--- src/rtl/pe_network_interface.sv ---
// pe_network_interface: PE-to-switch adapter with TX FIFO, address-checking RX register and traffic counters
module pe_network_interface #(
    parameter int DataWidth = 36,
    parameter int AddrWidth = 4,
    parameter int MyAddr = 0,
    parameter int TxDepth = 4,
    parameter int CntWidth = 16
) (
    input  logic                           i_clk,
    input  logic                           i_reset,
    input  logic [DataWidth-AddrWidth-1:0] i_pe_data,
    input  logic [AddrWidth-1:0]           i_pe_dest,
    input  logic                           i_pe_valid,
    output logic                           o_pe_ready,
    output logic [DataWidth-1:0]           o_data,
    output logic                           o_data_valid,
    input  logic                           i_data_ready,
    input  logic [DataWidth-1:0]           i_data,
    input  logic                           i_data_valid,
    output logic                           o_data_ready,
    output logic [DataWidth-AddrWidth-1:0] o_pe_rx_data,
    output logic                           o_pe_rx_valid,
    input  logic                           i_pe_rx_ready,
    output logic [CntWidth-1:0]            o_tx_cnt,
    output logic [CntWidth-1:0]            o_rx_cnt,
    output logic [CntWidth-1:0]            o_misroute_cnt
);
    localparam int PW = DataWidth - AddrWidth;
    localparam int PtrW = $clog2(TxDepth);
    logic [DataWidth-1:0] mem [TxDepth];
    logic [PtrW-1:0] rd_ptr, wr_ptr;
    logic [PtrW:0] count;
    logic push, pop, accept, good, bad, drain, rx_v;
    logic [PW-1:0] rx_data;
    assign o_pe_ready = count != (PtrW+1)'(TxDepth);
    assign o_data_valid = count != '0;
    assign o_data = mem[rd_ptr];
    assign push = i_pe_valid & o_pe_ready;
    assign pop = o_data_valid & i_data_ready;
    assign o_data_ready = !rx_v | i_pe_rx_ready;
    assign accept = i_data_valid & o_data_ready;
    assign good = accept & (i_data[DataWidth-1 -: AddrWidth] == AddrWidth'(MyAddr));
    assign bad = accept & !good;
    assign drain = rx_v & i_pe_rx_ready;
    assign o_pe_rx_valid = rx_v;
    assign o_pe_rx_data = rx_data;
    always_ff @(posedge i_clk) begin
        if (push) mem[wr_ptr] <= {i_pe_dest, i_pe_data};
        if (good) rx_data <= i_data[PW-1:0];
    end
    always_ff @(posedge i_clk) begin
        if (i_reset) begin
            rd_ptr <= '0;
            wr_ptr <= '0;
            count <= '0;
            rx_v <= 1'b0;
            o_tx_cnt <= '0;
            o_rx_cnt <= '0;
            o_misroute_cnt <= '0;
        end else begin
            wr_ptr <= wr_ptr + PtrW'(push);
            rd_ptr <= rd_ptr + PtrW'(pop);
            count <= count + (PtrW+1)'(push) - (PtrW+1)'(pop);
            rx_v <= good | (rx_v & !drain);
            o_tx_cnt <= o_tx_cnt + CntWidth'(pop);
            o_rx_cnt <= o_rx_cnt + CntWidth'(drain);
            o_misroute_cnt <= (bad && !(&o_misroute_cnt)) ? o_misroute_cnt + CntWidth'(1) : o_misroute_cnt;
        end
    end
endmodule
--- config.mk ---
export PLATFORM = sky130hd
export DESIGN_NAME = pe_network_interface
export DESIGN_NICKNAME = d
export VERILOG_FILES = /design/src/rtl/pe_network_interface.sv
export SDC_FILE = /design/constraint.sdc
export NUM_CORES = 1
export LEC_CHECK = 0
export CAP_MARGIN = 20
export CELL_PAD_IN_SITES_DETAIL_PLACEMENT = 1
export CELL_PAD_IN_SITES_GLOBAL_PLACEMENT = 2
export CORE_AREA = 4 4 227 118
export DETAILED_ROUTE_END_ITERATION = 8
export DIE_AREA = 0 0 231 122
export PLACE_DENSITY_LB_ADDON = 0.1
export SYNTH_ARGS = -nofsm -noshare
export SYNTH_HDL_FRONTEND = slang
export SYNTH_SLANG_ARGS = --single-unit
--- constraint.sdc ---
create_clock -name i_clk -period 6.7 [get_ports i_clk]
set_input_delay 2.01 -clock i_clk [delete_from_list [all_inputs] [get_ports i_clk]]
set_output_delay 2.01 -clock i_clk [all_outputs]
set_load 0.01 [all_outputs]
==> results of run 1 <==
## cells in the mapped netlist (3+ instances only)
cell type and n:
o21ai_0 6, nor4_1 17, xnor2_1 19, mux4_2 36
xor2_1 8, nor3_1 8, nand3_1 17, dfxtp_1 56
buf_2 5, inv_1 11, and3_1 4, nor2_1 39
or3_1 10, nor3b_1 4, nor2b_1 17, clkbuf_1 10
ha_1 10, mux2_2 9, edfxtp_1 176, o31ai_1 6
nand2_1 16, a21oi_1 11, or4_1 4, nand4_1 12
and2_1 3
## where the power goes
group / total, mW / switching (mW) / internal (mW)
clock: 1.23 / 0.533 / 0.696
sequential: 1.76 / 0.0867 / 1.67
combinational: 0.720 / 0.294 / 0.427
## logic make-up after synthesis
| family | Yosys count |
|---|---|
| DFF | 232 |
| and+or+nand+nor | 159 |
| muxes | 45 |
| buffers and inverters | 30 |
| xor gates and xnor gates | 27 |
| AOI/OAI and AO/OA | 23 |
| adders and majority gates | 11 |
## state kept, by name (all words and copies together) (netlist names)
| signal | flops |
|---|---|
| mem | 144 |
| o_pe_rx_data | 32 |
| o_misroute_cnt | 16 |
| o_rx_cnt | 16 |
| o_tx_cnt | 16 |
| count | 3 |
| rd_ptr | 2 |
| wr_ptr | 2 |
| o_pe_rx_valid | 1 |
## critical path, cell delays in order
cell and delay [ps]:
clkdlybuf4s50_1 420, nor2b_1 270, inv_1 130, clkdlybuf4s50_1 500
## worst max path at each step
stage | start | end | slack [ps] | depth (start not counted)
after floorplan | i_data[33] | o_pe_rx_data[0]$_DFFE_PP_ | 1160 | 2
after global placement | i_pe_rx_ready | o_data_ready | 1440 | 4
after detailed placement | i_pe_rx_ready | o_data_ready | 1350 | 4
after CTS | i_pe_rx_ready | o_data_ready | 1340 | 4
after global routing | i_pe_rx_ready | o_data_ready | 1300 | 4
final | i_pe_rx_ready | o_data_ready | 1360 | 4
## through the flow
| stage | hold slack (ps) | worst slack (ps) | power (mW) |
|---|---|---|---|
| 2_1_floorplan | 512.5 | 1158 | 2.132 |
| 3_3_place_gp | 489.1 | 1444 | 2.508 |
| 3_5_place_dp | 497.9 | 1350 | 2.530 |
| 4_1_cts | 516.6 | 1344 | 3.777 |
| 5_1_grt | 555.5 | 1297 | 3.894 |
| 6_report | 508.6 | 1361 | 3.706 |
## placed cells by master, fill, tap and decap left out, types with 3 or more instances in the layout
master,synthesis,routed
xnor2_1,19,19
clkbuf_16,0,23
nor4_1,17,17
a21oi_1,11,11
clkinv_1,0,4
or3_1,10,10
mux2_2,9,9
mux4_2,36,36
nand2_1,16,16
edfxtp_1,176,176
nor2_1,39,39
o31ai_1,6,6
or4_1,4,4
dfxtp_1,56,54
nor2b_1,17,17
inv_1,11,11
clkinv_2,0,4
buf_4,0,9
ha_1,10,10
o21ai_0,6,6
and2_1,3,3
nand4_1,12,12
and3_1,4,3
nor3_1,8,7
xor2_1,8,8
nand3_1,17,17
clkdlybuf4s50_1,0,196
clkbuf_1,10,4
nor3b_2,0,3
## routing by layer
metal | part of all wire [%] | track usage, % | vias up | wire length [um]
li1 | - | - | 2471 | -
met1 | 47 | 22.12 | 2669 | 10360
met2 | 45 | 23.95 | 134 | 9814
met3 | 6.2 | 4.229 | 29 | 1353
met4 | 1.7 | 3.189 | 0 | 364
met5 | 0 | 0 | - | 0
## cell type report
class	instances	area share, %
sequential	232	53.59
multi-input combinational	265	19.46
clock inverter	13	0.8162
timing repair buffer	206	17.01
inverter	11	0.3453
tap	344	3.599
clock buffer	29	5.169
==> run metrics, run 1 <==
status=finished, final reports clean; Clock Sinks=about 230; main combinational cell family by area after synthesis=multiplexers; Avg Inst Size Synth=between 15 and 20 um^2; drt pass-1 iters=4; Peak VDD IR=between 0.00015 and 0.0002 V; maxcap violations=0; kind of critical path=in2out; Synth Flop Type=edfxtp_1; total die area=0.02818 mm^2; via count=between 5000 and 6000; fin area=between 0.01 and 0.015 mm^2; WP data required=approximately 4700 ps; Final Net Count=just over 800; Resize count post-CTS=0; # rows=41; die span in y=between 100 and 150 um; multi-input combinational cell area=0.002327 mm^2; number of global-route vias before repair=around 5600; RSZ-0062 raised after global routing=false; warnings from Yosys=0; CTS root buf=clkbuf_16; PD cells=approximately 310 mW/mm^2; fillers=2476; Worst R2R End=count[2]$_SDFF_PP0_; Distinct cells, synth=35; Starting Density=35.68%; Post-CTS Hold Buffers=0; Seq/Total Area, Yosys=approximately 72%; Final Hold Vio Count=0; setup TNS=0 ps; CTS tree=done; # setup viols final=0; Reg-to-Reg Start=count[1]$_SDFF_PP0_; initial antenna violation count=0; crit path time final=between 5000 and 6000 ps; Max Clock Freq=187.3 MHz; origin of the worst min-delay path=o_tx_cnt[14]$_SDFF_PP0_; first-pass GRT wire length=around 34 mm; Routed WL=approximately 22 mm; n_diodes=0; ANT nets after route=0; Pleak=3.871 nW; Syn Nets=about 600; largest net degree at the start of global routing=66; Startpoint Class=input pin; fin util=about half; Hold Crit Class=reg2reg; Post-synth EDFFs=176; dpl cell area=0.01124 mm^2; top cell type's share of synthesized area=between 50% and 60%; placed insts=1058; vias per cell=between 4 and 5; total track usage=15.47%; share of cells above drive strength 1=13.49%; Placer Congestion=between 0.7 and 0.8; P&R area growth vs syn=34.97%; Synth Area in Compound Gates=about 1.5%; fin crit share=between 70 and 80%; worst-case clock buffer depth=3; number of post-CTS setup repair buffers=0; Crit. End Element=output port; CTS clk-pin slew, worst paths=about 70 ps; Worst-Skew Late Latency=around 520 ps; mux share of post-synthesis cell area=approximately a tenth; Mapped Area=between 0.008 and 0.009 mm^2; Die X=~230 um; total core area=around 0.025 mm^2; Adder-Cell Fraction of Synth Area=about 1.6%; Critical Path Fanout Max=3; Slew @ Worst Pin=between 1000 and 1500 ps; I/O pin count=between 150 and 200; Synth Instances=527; top cells by area, synth=edfxtp_1, dfxtp_1, mux4_2, xnor2_1, nor2_1; total gr overflow=0; fin. max-slew vios=0; R2R depth=10; CTS H-tree lvls=1; hpwl dp=15.15 mm; number of synthesized register bits=~230; Clock Skew=around 16 ps; Async S/R FF share, synth=0%; Post-Synth XOR/XNOR Area=2.669%; port bufs=~200; simple-gate area share of the yosys netlist=under 10%; R2R Setup Slk=roughly 4200 ps; CTS Buf Count=23; Storage cell area=approximately 0.0064 mm^2; WHS Endpoint=o_tx_cnt[14]$_SDFF_PP0_; Residual DRC=0; largest area contributor in the synthesized netlist=edfxtp_1; Slew headroom=29.13%; DR iter-0 viols=approximately 210; Wirelength per Cell=19.90 um; Hold Path Cell Cnt=2; crit path DAT=approximately 3300 ps; final cell count without fillers=1100
Power figures use the tool's default switching activity.
==> inputs of run 2 (changes only) <==
--- a/config.mk
+++ b/config.mk
@@ -8,9 +8,9 @@
 export CAP_MARGIN = 20
 export CELL_PAD_IN_SITES_DETAIL_PLACEMENT = 1
 export CELL_PAD_IN_SITES_GLOBAL_PLACEMENT = 2
-export CORE_AREA = 4 4 227 118
+export CORE_AREA = 4 4 241 125
 export DETAILED_ROUTE_END_ITERATION = 8
-export DIE_AREA = 0 0 231 122
+export DIE_AREA = 0 0 245 129
 export PLACE_DENSITY_LB_ADDON = 0.1
 export SYNTH_ARGS = -nofsm -noshare
 export SYNTH_HDL_FRONTEND = slang
==> constraint.sdc (replaced) <==
create_clock -name i_clk -period 4.52 [get_ports i_clk]
set_input_delay 1.356 -clock i_clk [delete_from_list [all_inputs] [get_ports i_clk]]
set_output_delay 1.356 -clock i_clk [all_outputs]
set_load 0.01 [all_outputs]
==> run 2 against run 1 <==
Setup slack lost 880 ps. Largest cell class unchanged. Clock power grew 63%. Critical path depth is the same. Hold slack gained 9.3 ps. Highest routed layer unchanged. Critical path type unchanged. Power grew 53%. Sequential share of layout area shrank 0.60 points. Routed wire length shrank 1.9%. Largest power group unchanged. Cell count grew 3.5%. Via count shrank 1.0%.
==> run metrics, run 2 (same netlist as run 1, synthesis figures left out) <==
Pleak=3.903 nW (+0.81%); Final Net Count=828 (unchanged); vias per cell=4.612 (-4.3%); Max Clock Freq=247.3 MHz; kind of critical path=in2out; dpl cell area=0.01131 mm^2 (+0.59%); critical-path cell list=clkdlybuf4s50_1 > nor2b_1 > inv_1 > clkdlybuf4s50_1; Net Sw Power=1.370 mW (+50%); placed insts=1096 (+3.6%); fin area=0.01209 mm^2 (+1.1%); max reg flops=144 (unchanged); n_diodes=0 (unchanged); fin. max-slew vios=0 (unchanged); Hold Crit Class=reg2reg; Worst R2R End=count[2]$_SDFF_PP0_; # rows=43 (+4.9%); origin of the worst min-delay path=o_tx_cnt[14]$_SDFF_PP0_; Combinational Power Share=19.9% (+0.5 points); share of cells above drive strength 1=13.23% (-0.26 points); Worst-Skew Late Latency=530 ps (about the same); Wirelength per Cell=18.88 um (-5.1%); PD cells=469.3 mW/mm^2 (+51%); port bufs=197 (unchanged); DR iter-0 viols=251 (+20%); fin util=43.73% (-4.4 points); maxcap violations=0 (unchanged); Hold Path Cell Cnt=2 (unchanged); status=finished, final reports clean; WHS Endpoint=o_tx_cnt[14]$_SDFF_PP0_; CTS H-tree lvls=1 (unchanged); largest reg by FF count=mem; Die X=245 um (+6.1%); crit-path max cell delay=510 ps (about the same); total power=5.675 mW (+53%); ANT nets after route=0 (unchanged); CTS clk-pin slew, worst paths=60 ps (about the same); RSZ-0062 raised after global routing=false; WP data required=3160 ps (-1530 ps); Clock Sinks=232 (unchanged); I/O pin count=198 (unchanged); die span in y=129 um (+5.7%); CTS tree=done; number of post-CTS setup repair buffers=0 (unchanged); Slew headroom=40.22% (+11 points); Residual DRC=0 (unchanged); worst-case clock buffer depth=3 (unchanged); Peak VDD IR=0.0002620 V (+44%); # setup viols final=0 (unchanged); Post-CTS Hold Buffers=0 (unchanged); Slowest-stage cell, CP=clkdlybuf4s50_1; Clock Skew=12.11 ps (-3.756 ps); P&R area growth vs syn=36.49%; Sw Ratio=24.13% (-0.51 points); total track usage=13.51% (-2.0 points); R2R depth=10 (unchanged); Routed WL=21.49 mm (-1.9%); Resize count post-CTS=0 (unchanged); R2R Setup Slk=2180 ps (-2030 ps); Most common cell on crit path=clkdlybuf4s50_1; crit path time final=~4000 ps; Final Hold Vio Count=0 (unchanged); largest net degree at the start of global routing=45 (-32%); drt pass-1 iters=4 (unchanged); via count=5248 (-1.0%); number of global-route vias before repair=5803 (+4.1%); Reg-to-Reg Start=count[1]$_SDFF_PP0_; Crit. End Element=output port; highest-count cells in the layout ignoring fill and taps=clkdlybuf4s50_1, edfxtp_1, dfxtp_1, nor2_1, mux4_2; total gr overflow=0 (unchanged); CTS Buf Count=23 (unchanged); final cell count without fillers=1138 (+3.5%); CTS root buf=clkbuf_16; crit path DAT=2690 ps (-640 ps); total core area=0.02765 mm^2 (+11%); Critical Path Fanout Max=3 (unchanged); hpwl dp=14.00 mm (-7.6%); Placer Congestion=0.6938 (-8.7%); fin crit share=approximately 89%; clock power share=35.4% (+2.2 points); Int Pwr=4.306 mW (+54%); initial antenna violation count=0 (unchanged); most common cell after layout, fill and taps aside=clkdlybuf4s50_1; first-pass GRT wire length=33.24 mm (-1.5%); sequential share of power=44.7% (-2.7 points); Starting Density=32.04% (-3.6 points); total die area=0.03161 mm^2 (+12%); Startpoint Class=input pin; Slew @ Worst Pin=890.0 ps (-173.0 ps)
run 2: through the flow:
step           worst slack [ps]  hold WS (ps)  setup TNS [ps]
4_1_cts                   466.4         530.8               0
3_5_place_dp              471.3         513.6               0
2_1_floorplan            -125.8         512.5           -8453
6_report                  476.7         517.9               0
3_3_place_gp              468.3         500.1               0
5_1_grt                   403.7         559.4               0
run 2: final cells by class:
cell class                      count  area (um^2)
Clock buffer                       32        619.3
Clock inverter                     10        165.2
Fill cell                        2807        15560
Inverter                           11        41.29
Multi-Input combinational cell    265         2333
Sequential cell                   232         6409
Tap cell                          382        478.0
Timing Repair Buffer              206         2047
run 2: worst max path at each step:
stage / startpoint / endpoint / cells past startpoint
6_report: i_pe_rx_ready / o_data_ready / 4
5_1_grt: i_pe_rx_ready / o_data_ready / 4
4_1_cts: i_pe_rx_ready / o_data_ready / 4
3_5_place_dp: i_pe_rx_ready / o_data_ready / 4
3_3_place_gp: i_pe_rx_ready / o_data_ready / 4
2_1_floorplan: i_pe_valid / mem[1][0]$_DFFE_PP_ / 2
run 2: worst max-delay path, delay by kind of cell:
kind | cells | cell delay [ps]
buffers and inverters | 3 | 1060
and+or+nand+nor | 1 | 270
run 2: power by group through the flow:
stage | clock, mW | combinational, mW | sequential [mW]
finish | 2.01 | 1.13 | 2.54
global route | 2.19 | 1.22 | 2.55
CTS | 2.10 | 1.17 | 2.54
detailed placement | 0 | 1.16 | 2.59
global placement | 0 | 1.16 | 2.58
floorplan | 0 | 0.587 | 2.57
run 2: per-layer routing:
layer	part of all wire, %	track usage [%]	up-vias
met1	41	15.71	2672
met4	2.2	3.184	0
met5	0	0	-
met2	53	25.44	80
li1	-	-	2467
met3	3.7	3.311	29
==> inputs of run 3 (changes only) <==
--- a/config.mk
+++ b/config.mk
@@ -5,12 +5,13 @@
 export SDC_FILE = /design/constraint.sdc
 export NUM_CORES = 1
 export LEC_CHECK = 0
+export ABC_AREA = 1
 export CAP_MARGIN = 20
 export CELL_PAD_IN_SITES_DETAIL_PLACEMENT = 1
 export CELL_PAD_IN_SITES_GLOBAL_PLACEMENT = 2
-export CORE_AREA = 4 4 241 125
+export CORE_AREA = 2 2 253 130
 export DETAILED_ROUTE_END_ITERATION = 8
-export DIE_AREA = 0 0 245 129
+export DIE_AREA = 0 0 255 132
 export PLACE_DENSITY_LB_ADDON = 0.1
 export SYNTH_ARGS = -nofsm -noshare
 export SYNTH_HDL_FRONTEND = slang
==> run 3 against run 2 <==
Clock skew is 4.0 ps lower. Die area up 6.5%. Flip-flop and latch count unchanged. Combinational power increased by 35%. Cell count increased by 27%. Synthesized cell count increased by 50%. Critical path depth unchanged.
==> run metrics, run 3 <==
Net Sw Power=1.758 mW (+28%); Synth Flop Type=edfxtp_1; Final Worst Setup Slack=632.5 ps (+155.9 ps); warnings from Yosys=0 (unchanged); I/O pin count=198 (unchanged); sequential share of power=41.3% (-3.4 points); fin area=0.01245 mm^2 (+2.9%); Min Hold Slack=481.7 ps (-36.13 ps); total die area=0.03366 mm^2 (+6.5%); top post-synthesis cells by count=edfxtp_1, nor2_1, nand2_1; Slew headroom=49.83% (+9.6 points); Critical Path Fanout Max=73 (+70); Pleak=4.223 nW (+8.2%); RSZ-0062 raised after global routing=false; dpl cell area=0.01162 mm^2 (+2.7%); worst-case clock buffer depth=3 (unchanged); Final Net Count=1087 (+31%); Slew @ Worst Pin=751.5 ps (-138.5 ps); Synth Instances=788 (+50%); Clock Sinks=232 (unchanged); setup TNS=0 ps (unchanged); Sw Ratio=28.35% (+4.2 points); Mapped Area=0.009061 mm^2 (+2.3%); CTS tree=done; initial antenna violation count=0 (unchanged); max reg flops=144 (unchanged); Final Hold Vio Count=0 (unchanged); share of cells above drive strength 1=7.677% (-5.6 points); CTS Buf Count=24 (+4.3%); crit path DAT=2530 ps (-160 ps); top cells by area, synth=edfxtp_1, dfxtp_1, nor2_1, nand2_1, o21ai_0; top cell type's share of synthesized area=58.33% (-1.3 points); port bufs=197 (unchanged); P&R area growth vs syn=37.36%; most frequent cell after synthesis=edfxtp_1; Max Clock Freq=257.2 MHz (+4.0%); total track usage=15.11% (+1.6 points); WP data required=3160 ps (about the same); highest-count cells in the layout ignoring fill and taps=clkdlybuf4s50_1, edfxtp_1, nor2_1, nand2_1, dfxtp_1; Crit. End Element=output port; clock power share=34.2% (-1.2 points); hpwl dp=16.34 mm (+17%); crit path time final=3887 ps (-155.9 ps); status=finished, final reports clean; ANT nets after route=0 (unchanged); n_diodes=0 (unchanged); # rows=46 (+7.0%); Combinational Power Share=24.5% (+4.6 points); most common cell after layout, fill and taps aside=clkdlybuf4s50_1; first-pass GRT wire length=39.56 mm (+19%); CTS clk-pin slew, worst paths=60 ps (about the same); Distinct cells, synth=34 (-2.9%); fin. max-slew vios=0 (unchanged); largest area contributor in the synthesized netlist=edfxtp_1; DP Worst Slack=639.7 ps (+168.4 ps); Seq/Total Area, Yosys=70.70% (-1.6 points); Async S/R FF share, synth=0% (unchanged); kind of critical path=reg2out; number of post-CTS setup repair buffers=0 (unchanged); total core area=0.03137 mm^2 (+13%); PD cells=498.2 mW/mm^2 (+6.2%); Startpoint Class=flop; drt pass-1 iters=4 (unchanged); Post-CTS Hold Buffers=0 (unchanged); fin crit share=86.01% (-3.4 points); die span in y=132 um (+2.3%); Clock Skew=8.112 ps (-3.994 ps); largest net degree at the start of global routing=74 (+64%); Int Pwr=4.443 mW (+3.2%); vias per cell=4.506 (-2.3%); Peak VDD IR=0.0002797 V (+6.8%); Syn Nets=877 (+42%); Routed WL=25.15 mm (+17%); Avg Inst Size Synth=11.50 um^2 (-32%); Hold Crit Class=reg2reg; via count=6524 (+24%); Post-synth EDFFs=176 (unchanged); Wirelength per Cell=17.37 um (-8.0%); Worst-Skew Late Latency=530 ps (about the same); maxcap violations=0 (unchanged); CTS H-tree lvls=1 (unchanged); Placer Congestion=0.7140 (+2.9%); Die X=255 um (+4.1%); total power=6.201 mW (+9.3%); CTS root buf=clkbuf_16; Starting Density=28.89% (-3.2 points); total gr overflow=0 (unchanged); number of global-route vias before repair=6895 (+19%); # setup viols final=0 (unchanged); Resize count post-CTS=0 (unchanged); Residual DRC=0 (unchanged); DR iter-0 viols=231 (-8.0%); number of synthesized register bits=232 (unchanged); largest reg by FF count=mem
[run 3: cell types whose count changed in the layout (fill, tap and decap cells not counted), sizes merged, moves of 17 or more]
cell,delta
a21oi,+20
nor2b,-17
nor2,+108
o21ai,+82
nand2,+77
inv,+41
o22ai,+36
mux4,-36
nor4,-18
[run 3: path summary, 6_finish.rpt]
check	endpoint	slack, ps	depth (start not counted)	from
min reg2reg	o_rx_cnt[12]$_SDFF_PP0_	480	2	o_rx_cnt[12]$_SDFF_PP0_
max	o_data[2]	630	4	rd_ptr[0]$_SDFF_PP0_
min	o_rx_cnt[12]$_SDFF_PP0_	480	2	o_rx_cnt[12]$_SDFF_PP0_
max reg2reg	count[2]$_SDFF_PP0_	2450	10	count[1]$_SDFF_PP0_
[run 3: per-stage QoR]
stage,util [%],std cells
floorplan,-,788
global placement,37.03,1404
detailed placement,37.03,1404
CTS,39.68,1448
global route,39.68,1448
finish,39.68,1448
[run 3: power by group through the flow]
stage                     logic, mW  clock network [mW]  registers (mW)
after floorplan               0.722                   0            2.61
final                          1.52                2.12            2.56
after global routing           1.69                2.29            2.58
after global placement         1.55                   0            2.60
after detailed placement       1.56                   0            2.61
after CTS                      1.57                2.20            2.56
[run 3: logic make-up (layout without fill, tap and decap cells)]
family | Yosys count | in the layout | share of synthesized area, %
flops | 232 | 232 | 70.70
simple gates | 294 | 294 | 13.86
compound gates | 159 | 159 | 9.555
fa+ha+maj | 11 | 11 | 1.602
buf+inv | 84 | 312 | 3.507
xor+xnor | 8 | 8 | 0.7732
[run 3: per-layer routing]
layer	global-route usage (%)	vias to the layer above	share of wire, %
met5	0	-	0
met4	2.794	0	1.6
met3	3.040	32	3.1
met2	27.60	74	52
met1	18.51	3225	43
li1	-	3193	-
[run 3: final cells by class]
cell class | count | area (um^2)
tap | 432 | 540.5
clock inverter | 16 | 215.2
inverter | 57 | 214.0
sequential | 232 | 6407
multi-input combinational | 472 | 2365
clock buffer | 28 | 615.6
timing repair buffer | 211 | 2090
fill | 3375 | 18920
[run 3: critical path: stages, from the launching register on]
cell	delay, ps
dfxtp_2	330
buf_4	580
o21ai_0	200
o22ai_1	260
clkdlybuf4s50_1	630
